==> config.mk <==
export PLATFORM = sky130hd
export DESIGN_NAME = instruction_fetch_sequencer
export DESIGN_NICKNAME = d
export VERILOG_FILES = /design/src/rtl/instruction_fetch_sequencer.sv
export SDC_FILE = /design/constraint.sdc
export NUM_CORES = 1
export LEC_CHECK = 0
export BUFFER_PORTS_ARGS = -buffer_cell sky130_fd_sc_hd__buf_2
export CAP_MARGIN = 10
export CORE_ASPECT_RATIO = 0.5
export CORE_MARGIN = 4
export CORE_UTILIZATION = 54
export CTS_BUF_LIST = sky130_fd_sc_hd__clkbuf_2
export DETAILED_ROUTE_END_ITERATION = 16
export PLACE_DENSITY = 0.95
export SLEW_MARGIN = 20
export SYNTH_ARGS = -nofsm -noshare
export SYNTH_HDL_FRONTEND = slang
export SYNTH_SLANG_ARGS = --single-unit
==> constraint.sdc <==
create_clock -name clock -period 5.9 [get_ports clock]
set_input_delay 0.295 -clock clock [delete_from_list [all_inputs] [get_ports clock]]
set_output_delay 0.295 -clock clock [all_outputs]
set_load 0.1 [all_outputs]
==> src/rtl/instruction_fetch_sequencer.sv <==
// instruction_fetch_sequencer
//   Reads the 16-bit instruction memory through two read ports.
//   Port 1 is addressed with pc and port 2 with pc+1.
//   It assembles 16/32-bit instructions and hands them to decode over valid/ready.
//   Optional breakpoint/halt support is compiled in with `define FETCH_BREAKPOINT_EN.
module instruction_fetch_sequencer #(
  parameter int                    ADDR_WIDTH = 20,
  parameter logic [ADDR_WIDTH-1:0] RESET_PC   = '0
) (
  input  logic                  clock,
  input  logic                  reset,
  input  logic                  fetch_enable,
  input  logic                  branch_valid,
  input  logic [ADDR_WIDTH-1:0] branch_target,
  output logic [ADDR_WIDTH-1:0] instruction_rd1,
  output logic [ADDR_WIDTH-1:0] instruction_rd2,
  input  logic [15:0]           instruction_rd1_out,
  input  logic [15:0]           instruction_rd2_out,
  output logic                  fetch_valid,
  input  logic                  fetch_ready,
  output logic [31:0]           fetch_instruction,
  output logic [ADDR_WIDTH-1:0] fetch_pc,
  output logic                  fetch_is_long,
`ifdef FETCH_BREAKPOINT_EN
  input  logic                  bp_enable,
  input  logic [ADDR_WIDTH-1:0] bp_addr,
  input  logic                  resume,
`endif
  output logic                  fetch_halted
);

  typedef enum logic [1:0] {ST_IDLE, ST_RUN, ST_HALTED} state_t;

  state_t                  state_q;
  logic [ADDR_WIDTH-1:0]   pc_q;
  logic                    valid_q;
  logic [31:0]             instr_q;
  logic [ADDR_WIDTH-1:0]   fpc_q;
  logic                    long_q;

  logic                    slot_free_d;
  logic                    is_long_d;
  logic [ADDR_WIDTH-1:0]   pc_next_d;
  logic [31:0]             instr_d;
  logic                    bp_hit_d;

  // Both read addresses follow pc directly; pc+1 wraps naturally at the top of memory
  assign instruction_rd1 = pc_q;
  assign instruction_rd2 = pc_q + {{(ADDR_WIDTH-1){1'b0}}, 1'b1};

  // Fetch decode: bit 15 of the first halfword marks a 32-bit instruction
  assign slot_free_d = !valid_q || fetch_ready;
  assign is_long_d   = instruction_rd1_out[15];
  assign pc_next_d   = pc_q + {{(ADDR_WIDTH-2){1'b0}}, is_long_d, !is_long_d};
  assign instr_d     = is_long_d ? {instruction_rd2_out, instruction_rd1_out}
                                 : {16'h0000, instruction_rd1_out};

`ifdef FETCH_BREAKPOINT_EN
  logic halted_q;
  logic bp_skip_q;  // set by resume so the breakpoint address is fetched once

  assign bp_hit_d     = bp_enable && (pc_q == bp_addr) && !bp_skip_q;
  assign fetch_halted = halted_q;
`else
  assign bp_hit_d     = 1'b0;
  assign fetch_halted = 1'b0;
`endif

  assign fetch_valid       = valid_q;
  assign fetch_instruction = instr_q;
  assign fetch_pc          = fpc_q;
  assign fetch_is_long     = long_q;

  // Sequencer FSM with its registered outputs; a branch overrides everything else
  always_ff @(posedge clock or posedge reset) begin
    if (reset) begin
      state_q   <= ST_IDLE;
      pc_q      <= RESET_PC;
      valid_q   <= 1'b0;
      instr_q   <= 32'h0;
      fpc_q     <= '0;
      long_q    <= 1'b0;
`ifdef FETCH_BREAKPOINT_EN
      halted_q  <= 1'b0;
      bp_skip_q <= 1'b0;
`endif
    end else if (branch_valid) begin
      // Redirect: discard whatever is held or in flight
      pc_q    <= branch_target;
      valid_q <= 1'b0;
      if (state_q == ST_HALTED) begin
        state_q <= ST_RUN;
      end
`ifdef FETCH_BREAKPOINT_EN
      halted_q  <= 1'b0;
      bp_skip_q <= 1'b0;
`endif
    end else begin
      case (state_q)
        ST_IDLE: begin
          if (fetch_enable) begin
            state_q <= ST_RUN;
          end
          if (slot_free_d) begin
            valid_q <= 1'b0;
          end
        end
        ST_RUN: begin
          if (!fetch_enable) begin
            state_q <= ST_IDLE;
          end
          if (slot_free_d) begin
            if (fetch_enable && bp_hit_d) begin
              state_q <= ST_HALTED;
              valid_q <= 1'b0;
`ifdef FETCH_BREAKPOINT_EN
              halted_q <= 1'b1;
`endif
            end else if (fetch_enable) begin
              valid_q <= 1'b1;
              instr_q <= instr_d;
              fpc_q   <= pc_q;
              long_q  <= is_long_d;
              pc_q    <= pc_next_d;
`ifdef FETCH_BREAKPOINT_EN
              bp_skip_q <= 1'b0;
`endif
            end else begin
              valid_q <= 1'b0;
            end
          end
        end
        ST_HALTED: begin
          if (slot_free_d) begin
            valid_q <= 1'b0;
          end
`ifdef FETCH_BREAKPOINT_EN
          if (resume) begin
            state_q   <= ST_RUN;
            halted_q  <= 1'b0;
            bp_skip_q <= 1'b1;
          end
`else
          state_q <= ST_IDLE;
`endif
        end
        default: begin
          state_q <= ST_IDLE;
          valid_q <= 1'b0;
        end
      endcase
    end
  end

endmodule

==> results of run 1 <==
-- per-layer routing --
metal | track usage [%] | part of all wire (%) | vias up
li1 | - | - | 1774
met1 | 33.5 | 38 | 1858
met2 | 48.7 | 49 | 245
met3 | 6.73 | 8.3 | 67
met4 | 10.9 | 4.4 | 0
met5 | 0 | 0 | -
-- power groups by stage --
stage          Sequential [mW]  Combinational (mW)  Clock, mW
2_1_floorplan             1.33               0.307          0
3_3_place_gp             0.675                1.13          0
3_5_place_dp             0.681                1.14          0
4_1_cts                  0.671                1.16      0.316
5_1_grt                  0.687                1.20      0.343
6_report                 0.676                1.16      0.316
-- through the flow --
step	util (%)	area, µm²	instances	setup slack (ps)
6_report	74.2	4970	699	2730
5_1_grt	74.2	4970	699	2600
4_1_cts	74.1	4960	698	2780
3_5_place_dp	66.0	4420	641	3130
3_3_place_gp	66.0	4420	641	3220
2_1_floorplan	-	3730	434	1490
-- flip-flops by register name (all words and copies together) (netlist names) --
name / cells
fetch_instruction: 32
fetch_pc: 20
fetch_valid: 1
instruction_rd1: 20
state_q: 1
-- worst max path at each step --
stage | from | end | cells after the start
after floorplan | instruction_rd1[0] | instruction_rd2[15] | 4
after global placement | instruction_rd1_out[15] | instruction_rd1[12] | 9
after detailed placement | instruction_rd1_out[15] | instruction_rd1[12] | 9
after CTS | instruction_rd1[3] | instruction_rd2[14] | 5
after global routing | instruction_rd1[3] | instruction_rd2[14] | 5
final | instruction_rd1[3] | instruction_rd2[15] | 5
-- critical path: cells and delay by family (launching register included) --
kind          cells  cell delay (ps)
simple gates      3             1170
flops             1              570
buf+inv           1              440
xor+xnor          1              170
-- cell usage in the layout (no fill, tap or decap), drive strengths merged, types with 2 or more instances in the layout --
cell         Yosys  layout
nor2b            2       2
nand2          150     150
clkinv           1       4
nor2            23      23
inv              6       6
o41ai            2       2
mux2i            2       2
o31ai            5       5
nor4             4       4
mux2             2       2
buf             19     152
dfrtp           74      74
nand3           28      28
xor2            11      11
dlygate4sd3      0      42
clkbuf          16      10
xnor2           11      11
or3              7       7
nor3             8       8
a31oi           11      11
ha               3       3
and3             2       2
o21ai           14      14
a21oi            3       3
nand4b           2       2
nand4            8       8
bufinv           0       2
or4              8       8
-- area by class of cell --
| type | instances | area, µm² |
|---|---|---|
| clock buffers | 10 | 50.0 |
| clock inverters | 6 | 81.3 |
| fillers | 448 | 1730 |
| inverters | 7 | 26.3 |
| multi-input cells | 316 | 1660 |
| flip-flops and latches | 74 | 1850 |
| well taps | 92 | 115 |
| repair buffers | 194 | 1190 |
-- logic make-up (layout without fill, tap and decap cells) --
group / count (synthesis) / after routing / share of synthesized area [%]
AND/OR/NAND/NOR: 247 / 247 / 30.2
other: 1 / 1 / 0.101
adder cells (fa/ha/maj): 4 / 4 / 1.54
AO/OA/AOI/OAI: 38 / 38 / 6.25
XOR/XNOR: 22 / 22 / 5.17
flip-flops: 74 / 74 / 49.7
multiplexers: 4 / 4 / 1.14
buffers and inverters: 44 / 217 / 5.88
==> results.tsv, run 1 <==
metric	value	unit
outcome	finished clean	
most frequently used flop master after synthesis	sky130_fd_sc_hd__dfrtp_1	
RSZ-0062 raised after global routing	no	
number of synthesis warnings	0	
post-synthesis cell area	3730	µm²
TritonRoute pass-1 iters	8	
register area share after synthesis	49.7	%
clock net sink count	74	
final setup fails	0	
count of input and output buffers	150	
layout-stage area growth over the synthesis result	33.4	%
Req. time, crit path	5610	ps
number of nets in the layout	663	
Slew headroom	32.8	%
total grt overflow	0	
crit-path cells	nand3_1 > nor4_2 > nand4_1 > xnor2_1 > buf_2	
sort of element at the start of the critical path	register	
routed vias/inst	5.64	
Reg-to-Reg End	instruction_rd1[12]	
top cell type by total area after synthesis	sky130_fd_sc_hd__dfrtp_1	
Worst Hold Margin	7.29	ps
DRC marker count from the first detailed-route iteration	330	
Post-synth EDFFs	0	
maximum level of the CTS H-tree	3	
count of pins on the block boundary	152	
later-pin clock latency in the skew report	530	ps
final worst-path cycle share	53.8	%
nature of the critical path endpoint	output pin	
post-synth top area share	49.7	%
Power per Cell Area	433	nW/µm²
Max FO, Critical Path	9	
VDD IR-drop max	0.206	mV
Total Wirelength	11500	µm
Switching Fraction	58.2	%
number of max-slew violations in the final report	0	
P_sw	1.25	mW
Worst Path Arrival	2880	ps
vias in the first global route	3793	
DRC violation count after routing	0	
most instantiated cells after synthesis	sky130_fd_sc_hd__nand2_1, sky130_fd_sc_hd__dfrtp_1, sky130_fd_sc_hd__nand3_1, sky130_fd_sc_hd__nor2_1, sky130_fd_sc_hd__clkbuf_1	
CTS clk-pin slew, worst paths	210	ps
post-synth cell types	44	
std cell rows	21	
initial antenna violation count	0	
Starting Density	55.6	%
CTS Root Cell	sky130_fd_sc_hd__clkbuf_2	
clock skew after layout	20.3	ps
Crit Reg-Reg Startpoint	instruction_rd1[0]	
count of antenna-violating nets left after detailed routing	0	
Die H	66.7	µm
die area	8370	µm²
width of the die	125	µm
startpoint-to-endpoint class of the critical path	register to output pin	
power share of the sequential group	31.4	%
Final Wtd Congestion	0.907	
Async SR Flop Fraction	100	%
peak per-stage delay on the critical path	670	ps
total internal power	902	µW
number of max-capacitance violations reported	0	
top area cells in the synthesized netlist	sky130_fd_sc_hd__dfrtp_1, sky130_fd_sc_hd__nand2_1, sky130_fd_sc_hd__nand3_1	
pin count of the biggest net entering global routing	75	
cell count after synthesis	434	
Combinational Power Share	54.0	%
most used standard cell by instance count after synthesis	sky130_fd_sc_hd__nand2_1	
syn avg cell area	8.59	µm²
ANT cells	0	
max frequency	315	MHz
cells on worst reg2reg path	7	
total number of vias	3944	
relative contribution of the clock network to total power	14.7	%
clk buf depth	2	
Mapped Nets	495	
total power	2.15	mW
crit path max-delay cell type	sky130_fd_sc_hd__nor4_2	
setup tns final	0	ps
class of the tightest hold or removal check	primary input to async pin	
Post-CTS Hold Buffers	41	
overall global routing resource usage	27.7	%
Worst R2R Setup Slack	3280	ps
Detail Placement HPWL	7240	µm
global-route wire length before repair	18500	µm
TritonCTS clock tree	built	
Tightest Pin Transition	1010	ps
cell leakage power	2.56	nW
cts bufs inserted	9	
post-cts repair resize count	0	
final worst path period need	3170	ps
flip-flop and latch count after synthesis	74	
share of cells above drive strength 1	29.2	%
Floorplan Core Area	6700	µm²
per-cell routed wire length	16.4	µm
final hold violation count	0	
setup bufs post-CTS	0	
(Power assumes the default switching activity.)
==> inputs of run 2 (changes only) <==
Settings changed: ABC_AREA set to 1, CORE_UTILIZATION 54 to 45, PLACE_DENSITY 0.95 to 0.86.
Clock period 5.9 ns to 2.67 ns, I/O delays scaled along.
==> results.tsv, run 2 <==
metric	value	unit
outcome	finished clean	
top cell type by total area after synthesis	sky130_fd_sc_hd__dfrtp_1	
Async SR Flop Fraction	100	%
number of max-slew violations in the final report	0	
layout-stage area growth over the synthesis result	53.6	%
clock skew after layout	38.0	ps
total internal power	2.03	mW
total grt overflow	0	
DRC marker count from the first detailed-route iteration	454	
initial antenna violation count	0	
top area cells in the synthesized netlist	sky130_fd_sc_hd__dfrtp_1, sky130_fd_sc_hd__nand2_1, sky130_fd_sc_hd__o21ai_0	
total number of vias	4245	
number of instances in the placed design	737	
Req. time, crit path	2540	ps
final worst-path cycle share	95.8	%
sort of element at the start of the critical path	register	
later-pin clock latency in the skew report	560	ps
flip-flop count of the largest register, all copies and words added	32	
DRC violation count after routing	0	
count of input and output buffers	150	
number of max-capacitance violations reported	0	
crit-path cells	nand2_1 > nor2_1 > nand3_1 > nor2_1 > nand2_1 > xor2_4 > buf_6	
startpoint of the most critical setup path	instruction_rd1[7]	
power share of the sequential group	29.6	%
die area	10100	µm²
total power	5.08	mW
max frequency	391	MHz
buffers and inverters on the worst path	1	
number of nets in the layout	776	
Detail Placement HPWL	8160	µm
clock net sink count	74	
post-synthesis cell area	3810	µm²
nature of the critical path endpoint	output pin	
maximum level of the CTS H-tree	3	
per-cell routed wire length	15.4	µm
cells on worst reg2reg path	7	
Crit Reg-Reg Startpoint	fetch_valid	
Tightest Pin Transition	752	ps
startpoint-to-endpoint class of the critical path	register to output pin	
Final Wtd Congestion	0.939	
TritonRoute pass-1 iters	6	
setup tns final	0	ps
Floorplan Core Area	8120	µm²
cts bufs inserted	9	
std cell rows	23	
Die H	73.1	µm
logic depth of the worst setup path including buffers	7	
syn avg cell area	7.72	µm²
cell count after synthesis	494	
register area share after synthesis	48.6	%
VDD IR-drop max	0.560	mV
leading cell type in the layout, fill and taps excluded	sky130_fd_sc_hd__nand2_1	
cell leakage power	2.98	nW
TritonCTS clock tree	built	
routed vias/inst	5.11	
post-synth top area share	48.6	%
flip-flop and latch count after synthesis	74	
clk buf depth	2	
share of cells above drive strength 1	30.9	%
Switching Fraction	60.0	%
final setup margin	112	ps
CTS Root Cell	sky130_fd_sc_hd__clkbuf_2	
post-synth cell types	34	
final setup fails	0	
ANT cells	0	
global-route wire length before repair	20700	µm
crit path max-delay cell type	sky130_fd_sc_hd__dfrtp_1	
Post-Place Setup Slack	477	ps
vias in the first global route	4318	
most used standard cell by instance count after synthesis	sky130_fd_sc_hd__nand2_1	
Total Wirelength	12800	µm
commonest cells after routing, fill and taps aside	sky130_fd_sc_hd__nand2_1, sky130_fd_sc_hd__buf_2, sky130_fd_sc_hd__dlygate4sd3_1	
number of synthesis warnings	0	
Post-synth EDFFs	0	
Hold Path Depth	3	
pin count of the biggest net entering global routing	44	
Combinational Power Share	58.3	%
most instantiated cells after synthesis	sky130_fd_sc_hd__nand2_1, sky130_fd_sc_hd__dfrtp_1, sky130_fd_sc_hd__o21ai_0, sky130_fd_sc_hd__inv_1, sky130_fd_sc_hd__nor2_1	
Cell Count, Final, Fillers Out	831	
Filler Cells Inserted	590	
overall global routing resource usage	25.8	%
Slew headroom	49.8	%
width of the die	138	µm
Max FO, Critical Path	4	
count of antenna-violating nets left after detailed routing	0	
Mapped Nets	555	
relative contribution of the clock network to total power	12.1	%
family with the most delay on the worst path	simple AND/OR/NAND/NOR gates	
count of pins on the block boundary	152	
most frequently used flop master after synthesis	sky130_fd_sc_hd__dfrtp_1	
RSZ-0062 raised after global routing	no	
P_sw	3.05	mW
Worst Min Path Start	branch_valid	
Starting Density	47.0	%
class of the tightest hold or removal check	primary input to register	
Power per Cell Area	867	nW/µm²
final worst path period need	2560	ps
peak per-stage delay on the critical path	480	ps
Worst Path Arrival	2420	ps
final hold violation count	0	
CTS clk-pin slew, worst paths	220	ps
[run 2: cell count changes after synthesis, sizes merged, moves of 7 or more]
cell	previous run	this run
xor2	11	20
or3	7	0
or4	8	0
clkbuf	16	5
nand2	150	186
nor2	23	44
inv	6	47
xnor2	11	0
o21ai	14	51
a31oi	11	2
nand3	28	21
[run 2: path summary, 6_finish.rpt]
check                                              to  slack (ps)
worst max-delay path              instruction_rd2[18]         110
worst min-delay path               instruction_rd1[4]          60
worst max register to register    instruction_rd1[17]         640
worst min register to register   fetch_instruction[0]         500
max in group asynchronous                 fetch_pc[7]        1760
min in group asynchronous       fetch_instruction[14]         220
[run 2: power by group through the flow]
stage	Clock (mW)	Sequential [mW]	Combinational [mW]
2_1_floorplan	0	3.05	0.851
3_3_place_gp	0	1.51	2.82
3_5_place_dp	0	1.51	2.84
4_1_cts	0.630	1.50	2.93
5_1_grt	0.673	1.53	3.07
6_report	0.614	1.50	2.96
[run 2: timing repair]
action	CTS	global route
hold buffers	77	0
setup buffers	0	2
setup endpoints to repair	7	6
resized for setup	7	6
pin swaps	1	1
hold endpoints to repair	84	0
[run 2: stage by stage]
step | hold slack (ps) | utilization (%) | cell area (µm²)
after global placement | 267 | 60.8 | 4930
after CTS | 4.36 | 71.8 | 5830
final | 59.3 | 72.1 | 5850
after global routing | 25.9 | 72.1 | 5850
after floorplan | 243 | - | 4110
after detailed placement | 289 | 60.8 | 4930
[run 2: cell families after synthesis]
group	after synthesis	share of synthesized area [%]
other	1	0.0984
buffers and inverters	70	7.81
and+or+nand+nor	260	28.2
DFF	74	48.6
xor gates and xnor gates	20	4.59
adders and majority gates	4	1.51
AOI/OAI and AO/OA	65	9.19
[run 2: final cells by class]
cell class	count	area, µm²	area share [%]
clock buffers	10	50.0	0.855
repair buffers	233	1600	27.4
well taps	112	140	2.39
inverters	47	180	3.08
flip-flops and latches	74	1860	31.7
multi-input cells	350	1970	33.6
clock inverters	5	56.3	0.962
[run 2: tightest hold or removal path, stage by stage]
cell and delay, ps:
sky130_fd_sc_hd__buf_2 230, sky130_fd_sc_hd__nand2_1 100, sky130_fd_sc_hd__o221ai_1 100
[run 2: per-layer routing]
metal | routed length, µm | vias to the layer above | track usage, %
li1 | - | 1968 | -
met2 | 6510 | 235 | 47.2
met1 | 4730 | 1984 | 29.2
met3 | 1040 | 58 | 6.54
met5 | 0 | - | 0
met4 | 486 | 0 | 11.8
